`config.mk`:
```
export PLATFORM = sky130hd
export DESIGN_NAME = sdram_init_flash_loader_flat
export DESIGN_NICKNAME = d
export VERILOG_FILES = /design/src/rtl/sdram_init_flash_loader_if.sv /design/src/rtl/sdram_init_flash_loader.sv /design/src/flat_wrapper.sv
export SDC_FILE = /design/constraint.sdc
export NUM_CORES = 1
export LEC_CHECK = 0
export CAP_MARGIN = 0
export CORE_MARGIN = 2
export CORE_UTILIZATION = 50
export DETAILED_ROUTE_END_ITERATION = 7
export PLACE_DENSITY = 0.73
export SYNTH_ARGS = -nofsm -noshare
export SYNTH_HDL_FRONTEND = slang
export SYNTH_SLANG_ARGS = --single-unit
export TNS_END_PERCENT = 10
```
`constraint.sdc`:
```
create_clock -name clk -period 5.4 [get_ports clk]
set_clock_uncertainty 0.05 [all_clocks]
set_input_delay 1.08 -clock clk [delete_from_list [all_inputs] [get_ports clk]]
set_output_delay 1.08 -clock clk [all_outputs]
set_load 0.02 [all_outputs]
```
`src/rtl/sdram_init_flash_loader_if.sv`:
```
`default_nettype none
// ============================================================================
// Module   : sdram_init_flash_loader_if
// Brief    : SDRAM controller init-load handshake (request/address, data/ready).
// Revision : 1.0 - initial release
// ============================================================================
interface sdram_init_flash_loader_if;
   logic        init_req;
   logic [20:0] init_address;
   logic [7:0]  init_data;
   logic        init_ready;

   modport master (
      output init_req,
      output init_address,
      input  init_data,
      input  init_ready
   );

   modport slave (
      input  init_req,
      input  init_address,
      output init_data,
      output init_ready
   );
endinterface
`default_nettype wire

```
`src/rtl/sdram_init_flash_loader.sv`:
```
`default_nettype none
// ============================================================================
// Module   : sdram_init_flash_loader
// Brief    : Serves SDRAM init-load requests with single-byte SPI NOR READ (0x03)
//            fetches, mode 0. Define INIT_LOADER_STREAM_EN for sequential streaming.
// Revision : 1.0 - initial release
// ============================================================================
module sdram_init_flash_loader #(
   parameter logic [23:0] FLASH_BASE = 24'h100000,
   parameter int unsigned SCK_DIV    = 2
) (
   input  wire logic                clk,
   input  wire logic                rst_n,
   sdram_init_flash_loader_if.slave init_bus,
   output logic                     flash_cs_n,
   output logic                     flash_sck,
   output logic                     flash_mosi,
   input  wire logic                flash_miso
);

   localparam int unsigned T     = 2 * SCK_DIV;
   localparam int unsigned DIV_W = $clog2(T);

   localparam logic [DIV_W-1:0] C_RISE_PRE = DIV_W'(SCK_DIV - 1);
   localparam logic [DIV_W-1:0] C_RISE     = DIV_W'(SCK_DIV);
   localparam logic [DIV_W-1:0] C_LAST     = DIV_W'(T - 1);
   localparam logic [DIV_W-1:0] C_DIV_ONE  = DIV_W'(1);
   localparam logic [7:0]       C_CMD_READ = 8'h03;

`ifdef INIT_LOADER_STREAM_EN
   typedef enum logic [2:0] {
      ST_IDLE     = 3'd0,
      ST_SETUP    = 3'd1,
      ST_CMD      = 3'd2,
      ST_ADDR     = 3'd3,
      ST_DATA     = 3'd4,
      ST_DONE     = 3'd5,
      ST_DESELECT = 3'd6,
      ST_HOLD     = 3'd7
   } state_t;
`else
   typedef enum logic [2:0] {
      ST_IDLE     = 3'd0,
      ST_SETUP    = 3'd1,
      ST_CMD      = 3'd2,
      ST_ADDR     = 3'd3,
      ST_DATA     = 3'd4,
      ST_DONE     = 3'd5,
      ST_DESELECT = 3'd6
   } state_t;
`endif

   state_t             state_q, state_d;
   logic [DIV_W-1:0]   div_q,   div_d;
   logic [4:0]         bit_q,   bit_d;
   logic [31:0]        tx_q,    tx_d;
   logic [7:0]         rx_q,    rx_d;
   logic [7:0]         data_q,  data_d;
   logic               ready_q, ready_d;
   logic               cs_n_q,  cs_n_d;
   logic               sck_q,   sck_d;
   logic               mosi_q,  mosi_d;

`ifdef INIT_LOADER_STREAM_EN
   logic [20:0]        last_q,  last_d;
   logic               vld_q,   vld_d;
   logic               hit_q,   hit_d;
   logic               pend_q,  pend_d;
   logic               w_hit;
`endif

   logic               w_req;
   logic [20:0]        w_addr;
   logic [23:0]        w_flash_addr;
   logic               w_cell_end;
   logic [7:0]         w_rx_shift;
   logic [7:0]         w_rx_cur;

   assign w_req        = init_bus.init_req;
   assign w_addr       = init_bus.init_address;
   assign w_flash_addr = FLASH_BASE + {3'b000, w_addr};
   assign w_cell_end   = (div_q == C_LAST);
   assign w_rx_shift   = {rx_q[6:0], flash_miso};
   // With SCK_DIV=1 the final sample lands in the same cycle the byte is stored.
   assign w_rx_cur     = (div_q == C_RISE) ? w_rx_shift : rx_q;

`ifdef INIT_LOADER_STREAM_EN
   assign w_hit = vld_q && (last_q != 21'h1FFFFF) && (w_addr == last_q + 21'd1);
`endif

   always_comb begin
      state_d = state_q;
      div_d   = div_q;
      bit_d   = bit_q;
      tx_d    = tx_q;
      rx_d    = rx_q;
      data_d  = data_q;
      ready_d = 1'b0;
      cs_n_d  = cs_n_q;
      sck_d   = sck_q;
      mosi_d  = mosi_q;
`ifdef INIT_LOADER_STREAM_EN
      last_d  = last_q;
      vld_d   = vld_q;
      hit_d   = hit_q;
      pend_d  = pend_q;
`endif

      unique case (state_q)
         ST_IDLE: begin
            if (w_req) begin
               state_d = ST_SETUP;
               cs_n_d  = 1'b0;
               tx_d    = {C_CMD_READ, w_flash_addr};
`ifdef INIT_LOADER_STREAM_EN
               last_d  = w_addr;
               hit_d   = 1'b0;
`endif
            end
         end

         ST_SETUP: begin
            div_d   = '0;
            bit_d   = '0;
            state_d = ST_CMD;
            mosi_d  = tx_q[31];
            tx_d    = {tx_q[30:0], 1'b0};
`ifdef INIT_LOADER_STREAM_EN
            // Stream continuation: flash already sits at the next byte.
            if (hit_q) begin
               state_d = ST_DATA;
               mosi_d  = 1'b0;
               tx_d    = tx_q;
            end
`endif
         end

         ST_CMD, ST_ADDR: begin
            div_d = div_q + C_DIV_ONE;
            if (div_q == C_RISE_PRE) begin
               sck_d = 1'b1;
            end
            if (w_cell_end) begin
               div_d  = '0;
               sck_d  = 1'b0;
               bit_d  = bit_q + 5'd1;
               mosi_d = tx_q[31];
               tx_d   = {tx_q[30:0], 1'b0};
               if ((state_q == ST_CMD) && (bit_q == 5'd7)) begin
                  state_d = ST_ADDR;
                  bit_d   = '0;
               end
               if ((state_q == ST_ADDR) && (bit_q == 5'd23)) begin
                  state_d = ST_DATA;
                  bit_d   = '0;
                  mosi_d  = 1'b0;
               end
            end
         end

         ST_DATA: begin
            div_d = div_q + C_DIV_ONE;
            if (div_q == C_RISE_PRE) begin
               sck_d = 1'b1;
            end
            if (div_q == C_RISE) begin
               rx_d = w_rx_shift;
            end
            if (w_cell_end) begin
               div_d = '0;
               sck_d = 1'b0;
               bit_d = bit_q + 5'd1;
               if (bit_q == 5'd7) begin
                  state_d = ST_DONE;
                  data_d  = w_rx_cur;
                  ready_d = 1'b1;
               end
            end
         end

         ST_DONE: begin
`ifdef INIT_LOADER_STREAM_EN
            state_d = ST_HOLD;
            vld_d   = 1'b1;
`else
            state_d = ST_DESELECT;
            cs_n_d  = 1'b1;
            div_d   = '0;
`endif
         end

`ifdef INIT_LOADER_STREAM_EN
         ST_HOLD: begin
            if (w_req) begin
               tx_d   = {C_CMD_READ, w_flash_addr};
               last_d = w_addr;
               if (w_hit) begin
                  state_d = ST_SETUP;
                  hit_d   = 1'b1;
               end else begin
                  state_d = ST_DESELECT;
                  cs_n_d  = 1'b1;
                  div_d   = '0;
                  pend_d  = 1'b1;
                  vld_d   = 1'b0;
                  hit_d   = 1'b0;
               end
            end
         end
`endif

         ST_DESELECT: begin
            div_d = div_q + C_DIV_ONE;
            if (w_cell_end) begin
               div_d   = '0;
               state_d = ST_IDLE;
`ifdef INIT_LOADER_STREAM_EN
               // A stream miss restarts with a full command without waiting in IDLE.
               if (pend_q) begin
                  state_d = ST_SETUP;
                  cs_n_d  = 1'b0;
                  pend_d  = 1'b0;
               end
`endif
            end
         end

         default: begin
            state_d = ST_IDLE;
            cs_n_d  = 1'b1;
            sck_d   = 1'b0;
            mosi_d  = 1'b0;
         end
      endcase
   end

   always_ff @(posedge clk or negedge rst_n) begin
      if (!rst_n) begin
         state_q <= ST_IDLE;
         div_q   <= '0;
         bit_q   <= '0;
         tx_q    <= '0;
         rx_q    <= '0;
         data_q  <= 8'h00;
         ready_q <= 1'b0;
         cs_n_q  <= 1'b1;
         sck_q   <= 1'b0;
         mosi_q  <= 1'b0;
`ifdef INIT_LOADER_STREAM_EN
         last_q  <= '0;
         vld_q   <= 1'b0;
         hit_q   <= 1'b0;
         pend_q  <= 1'b0;
`endif
      end else begin
         state_q <= state_d;
         div_q   <= div_d;
         bit_q   <= bit_d;
         tx_q    <= tx_d;
         rx_q    <= rx_d;
         data_q  <= data_d;
         ready_q <= ready_d;
         cs_n_q  <= cs_n_d;
         sck_q   <= sck_d;
         mosi_q  <= mosi_d;
`ifdef INIT_LOADER_STREAM_EN
         last_q  <= last_d;
         vld_q   <= vld_d;
         hit_q   <= hit_d;
         pend_q  <= pend_d;
`endif
      end
   end

   assign flash_cs_n          = cs_n_q;
   assign flash_sck           = sck_q;
   assign flash_mosi          = mosi_q;
   assign init_bus.init_data  = data_q;
   assign init_bus.init_ready = ready_q;

endmodule
`default_nettype wire

```
`src/flat_wrapper.sv`:
```
// flat-port wrapper written by rule: the top's interface ports become plain ports
module sdram_init_flash_loader_flat 
#(
   parameter logic [23:0] FLASH_BASE = 24'h100000,
   parameter int unsigned SCK_DIV    = 2
)
  (clk, rst_n, flash_cs_n, flash_sck, flash_mosi, flash_miso, init_bus_init_req, init_bus_init_address, init_bus_init_data, init_bus_init_ready);
  sdram_init_flash_loader_if init_bus_i ();
  input  wire logic clk;
  input  wire logic rst_n;
  output logic flash_cs_n;
  output logic flash_sck;
  output logic flash_mosi;
  input  wire logic flash_miso;
  input wire logic [$bits(init_bus_i.init_req)-1:0] init_bus_init_req;
  input wire logic [$bits(init_bus_i.init_address)-1:0] init_bus_init_address;
  output wire logic [$bits(init_bus_i.init_data)-1:0] init_bus_init_data;
  output wire logic [$bits(init_bus_i.init_ready)-1:0] init_bus_init_ready;
  assign init_bus_i.init_req = init_bus_init_req;
  assign init_bus_i.init_address = init_bus_init_address;
  assign init_bus_init_data = init_bus_i.init_data;
  assign init_bus_init_ready = init_bus_i.init_ready;
  sdram_init_flash_loader #(.FLASH_BASE(FLASH_BASE), .SCK_DIV(SCK_DIV)) u_core (.clk(clk), .rst_n(rst_n), .init_bus(init_bus_i), .flash_cs_n(flash_cs_n), .flash_sck(flash_sck), .flash_mosi(flash_mosi), .flash_miso(flash_miso));
endmodule
```
Word-level counts from Yosys, hierarchy flattened
Cells that the tools add are included.
{"block": "word_totals", "out_inout_bits": 12, "wordCells": 84, "input_bits": 25, "regBits": 62}
{"block": "classes", "n_eq_ne": 18, "mux": 30, "reduce_logical": 20, "bitwise": 3, "n_addsub": 3}
{"operator": "$pmux 32 s3", "count": 1}
{"operator": "$mux 32", "count": 2}
{"operator": "$add 21x21->22 const A", "count": 1}
{"operator": "$mux 3", "count": 7}
{"operator": "$mux 5", "count": 4}
{"operator": "$pmux 3 s6", "count": 1}
{"operator": "$pmux 5 s3", "count": 1}
{"operator": "$reduce_or 4->1", "count": 3}
{"operator": "$eq 3x3->1 const B", "count": 3}
{"operator": "$reduce_and 3->1", "count": 3}
{"operator": "$mux 1", "count": 8}
{"operator": "$mux 8", "count": 1}
{"operator": "$ne 2x1->1 const B", "count": 4}
{"operator": "$eq 3x2->1 const B", "count": 2}
{"operator": "$ne 3x1->1 const B", "count": 2}
{"operator": "$reduce_and 2->1", "count": 3}
{"operator": "$reduce_and 6->1", "count": 1}
{"operator": "$reduce_bool 3->1", "count": 2}
{"operator": "$add 5x1->5 const B", "count": 1}
{"operator": "$eq 5x3->1 const B", "count": 1}
{"operator": "$eq 5x5->1 const B", "count": 1}
{"operator": "$reduce_or 5->1", "count": 1}
{"operator": "$eq 2x2->1 const B", "count": 2}
{"operator": "$pmux 1 s2", "count": 2}
{"operator": "13 further kinds", "count": 17}

Longest topological paths before layout
{"block": "depth", "word_depth": 6, "depth_mapped": 7, "depth_no_buf": 5}

Worst setup path after synthesis
Ideal clock, no wire load.
{"block": "synth_timing", "kind": "input -> register", "from": "in init_bus_init_req", "to": "reg u_core.tx_q[23]", "required_ps": 5229, "t_arrival_ps": 1917, "path_buffers": 2, "setup_time_ps": 121, "path_slack_ps": 3312, "stages": 5, "path_cell_list": "nor3_1 > or3_1 > buf_2 > buf_6 > a22o_1"}
{"block": "synth_via", "elab_chain_len": 2}
{"item": "from (decl)", "line_no": "flat_wrapper.sv:15", "source": "input wire logic [$bits(init_bus_i.init_req)-1:0] init_bus_init_req;"}
{"item": "$ne 2x2->1 (no source line)"}
{"item": "$reduce_and 3->1 (no source line)"}
{"item": "to (signal assigned)", "line_no": "sdram_init_flash_loader.sv:259", "source": "tx_q <= tx_d;"}
{"item": "to (decl)", "line_no": "sdram_init_flash_loader.sv:56", "source": "logic [31:0] tx_q, tx_d;"}
Every way passes these cells.
A chain may end at the register's enable or synchronous reset.

Worst setup path in the final report
{"block": "layout_timing", "from": "reg u_core.cs_n_q (netlist: u_core.flash_cs_n)", "to": "out flash_cs_n"}
{"item": "from (decl)", "line_no": "sdram_init_flash_loader.sv:60", "source": "logic cs_n_q, cs_n_d;"}
{"item": "from (signal assigned)", "line_no": "sdram_init_flash_loader.sv:263", "source": "cs_n_q <= cs_n_d;"}
{"item": "to (decl)", "line_no": "flat_wrapper.sv:11", "source": "output logic flash_cs_n;"}
No word-level cell between the ends.

==> results.json <==
{
  "core.rowCount": 28,
  "antenna_found_initial": 0,
  "cp_num_buf_inv": 1,
  "timing.hold.ws_ns": 0.417,
  "placedCellCount": 379,
  "worst_path_max_delay_cell": "clkdlybuf4s50_1",
  "synth_edf_count": 0,
  "synth_area_per_cell_um2": 10.5,
  "slew_headroom_pct": 38.6,
  "rsz0062_at_grt": "no",
  "synth_nets": 318,
  "grt_max_degree": 63,
  "tightest_slew_ns": 0.914,
  "clock_latency_ns": 0.35,
  "final_cell_mix": "dfrtp_1 (61), clkdlybuf4s50_1 (35), nand2_1 (32)",
  "layout-drive-gt1-share_pct": 9.69,
  "syn-cell-area_mm2": 0.00304,
  "numPortBuffers": 36,
  "p_leak_uw": 0.00150,
  "p_per_area_mw_per_mm2": 273,
  "diodes": 0,
  "maxCapViolations": 0,
  "critPathKind": "reg -> out",
  "yosysTopAreaCell": "dfrtp_1",
  "swShare_pct": 19.8,
  "core_mm2": 0.00589,
  "p_comb_share_pct": 2.8,
  "wl_per_cell_um": 14.6,
  "clk_pin_slew_ns": 0.06,
  "finalSetupViolCount": 0,
  "ir_drop_v": 0.000160,
  "p_clk_share_pct": 49.8,
  "start_kind": "flip-flop",
  "synth.distinct_cells": 46,
  "clock_path_buffers": 2,
  "synth_async_sr_flop_share_pct": 100,
  "syn2layout_area_growth_pct": 18.1,
  "grt-ovfl-total": 0,
  "hold_path.class": "reg -> reg",
  "drc": 0,
  "grt_usage_pct": 19.3,
  "fin_cells": 395,
  "endpoint_kind": "output pin",
  "grt_pass1_vias": 2103,
  "critical_path_required_ns": 4.27,
  "p_switching_uw": 194,
  "fin_util_pct": 61.0,
  "arrival_ns": 1.51,
  "post-cts-setup-buffer-count": 0,
  "cts_hold_buffers": 0,
  "routed_via_density": 5.54,
  "die_height_um": 82.0,
  "ys_ff_latch": 62,
  "die_x_um": 82.0,
  "die_area_mm2": 0.00672,
  "ys.warnings.count": 0,
  "vias": 2190,
  "critPathTopFamily": "buffers and inverters",
  "run_status": "completed",
  "yosysTopAreaCellShare_pct": 50.2,
  "cts_sinks": 62,
  "ant_nets": 0,
  "setup-tns-final_ns": 0,
  "layout_commonest_cell": "dfrtp_1",
  "cp_max_fo": 3,
  "first_pass_iters": 4,
  "hpwl_mm": 3.71,
  "ys_seq_area_share_pct": 51.1,
  "ios": 37,
  "cts_max_level": 3,
  "hold_violations": 0,
  "setup_slack_ns": 2.76,
  "slew_viol_final": 0,
  "cts_root_buf": "clkbuf_8",
  "start_util_pct": 51.7,
  "numCtsBuffers": 9,
  "synth_cells": 289,
  "pre_cts_slack_ns": 2.60,
  "seqPwrFrac_pct": 47.4,
  "critPathMaxStageDelay_ns": 0.63,
  "min_period_ns": 2.64,
  "ys_top_cells_by_area": "dfrtp_1 (50%), mux2i_1 (9.9%), o21ai_0 (4.1%), nand2_1 (4.0%), a21oi_1 (3.3%)",
  "cts_tree": "done",
  "crit_chain": "clkdlybuf4s50_1",
  "nNetsFinal": 344,
  "fmax_ghz": 0.379,
  "grt_pass1_wl_mm": 9.73,
  "drt_iter0_markers": 104,
  "wl_mm": 5.78,
  "ys.flop_type": "dfrtp_1",
  "cts_resized": 0,
  "place.gp.congestion": 0.776,
  "finalCritPeriodShare_pct": 48.8,
  "internal_power_uw": 787
}
==> path summary, 6_finish.rpt <==
kind | start | endpoint | slack (ns) | cells after the start
setup / recovery | u_core.flash_cs_n | flash_cs_n | 2.76 | 1
hold reg to reg | u_core.tx_q[20] | u_core.tx_q[20] | 0.42 | 2
hold / removal | u_core.tx_q[20] | u_core.tx_q[20] | 0.42 | 2
max in group asynchronous | rst_n | u_core.tx_q[0] | 3.95 | 2
min in group asynchronous | rst_n | u_core.bit_q[3] | 0.84 | 2
setup reg to reg | u_core.div_q[0] | u_core.init_bus.init_data[0] | 3.01 | 4
==> power by group through the flow <==
stage / registers (µW) / logic (µW) / clock network, µW
floorplan: 473 / 0.410 / 0
global placement: 473 / 28.3 / 0
detailed placement: 473 / 28.7 / 0
CTS: 464 / 28.6 / 497
global route: 464 / 30.4 / 511
finish: 464 / 27.4 / 488
==> layer usage <==
metal	GRT usage [%]	part of all wire, %	up-vias
li1	-	-	1076
met1	25.7	48	1065
met2	29.0	46	37
met3	5.05	3.2	12
met4	10.0	2.1	0
met5	0	0	-
==> synthesized netlist by cell type (3+ instances only) <==
library cell	instances
dfrtp_1	61
nand2_1	32
mux2i_1	30
o21ai_0	25
a21oi_1	20
nor2_1	19
buf_2	9
a22o_1	8
mux2_2	8
inv_1	7
nand3_1	5
buf_4	4
buf_6	4
clkbuf_1	4
ha_1	4
nor3_1	4
a221oi_1	3
and3_1	3
nor2b_1	3
==> cell type report <==
class,instances,area [µm²]
inverters,7,26.3
flip-flops and latches,62,1550
multi-input cells,197,1320
well taps,75,93.8
repair buffers,38,370
clock inverters,4,95.1
clock buffers,12,135
fillers,486,2290
==> stage by stage <==
stage               area (µm²)  power [µW]
floorplan                 3040         474
global placement          3360         501
detailed placement        3360         502
finish                    3590         980
CTS                       3590         989
global route              3590        1010
==> sequential cells by signal, summed over array words and instances (netlist names) <==
signal and flops:
u_core.tx_q 32, u_core.init_bus.init_data 8, u_core.rx_q 8, u_core.bit_q 5
u_core.state_q 3, u_core.div_q 2, u_core.flash_cs_n 1, u_core.flash_mosi 1
u_core.flash_sck 1, u_core.init_bus.init_ready 1
==> tightest hold or removal path: stages, from the launching register on <==
cell and delay, ns:
dfrtp_1 0.34, nand2_1 0.05, nand2_1 0.05
==> kinds of logic after synthesis <==
kind of cell               share of synthesized area, %
and+or+nand+nor                                    12.4
AOI/OAI and AO/OA                                  16.5
DFF                                                51.1
muxes                                              12.8
buffers and inverters                              5.56
adders and majority gates                          1.65
Power figures use the tool's default switching activity.
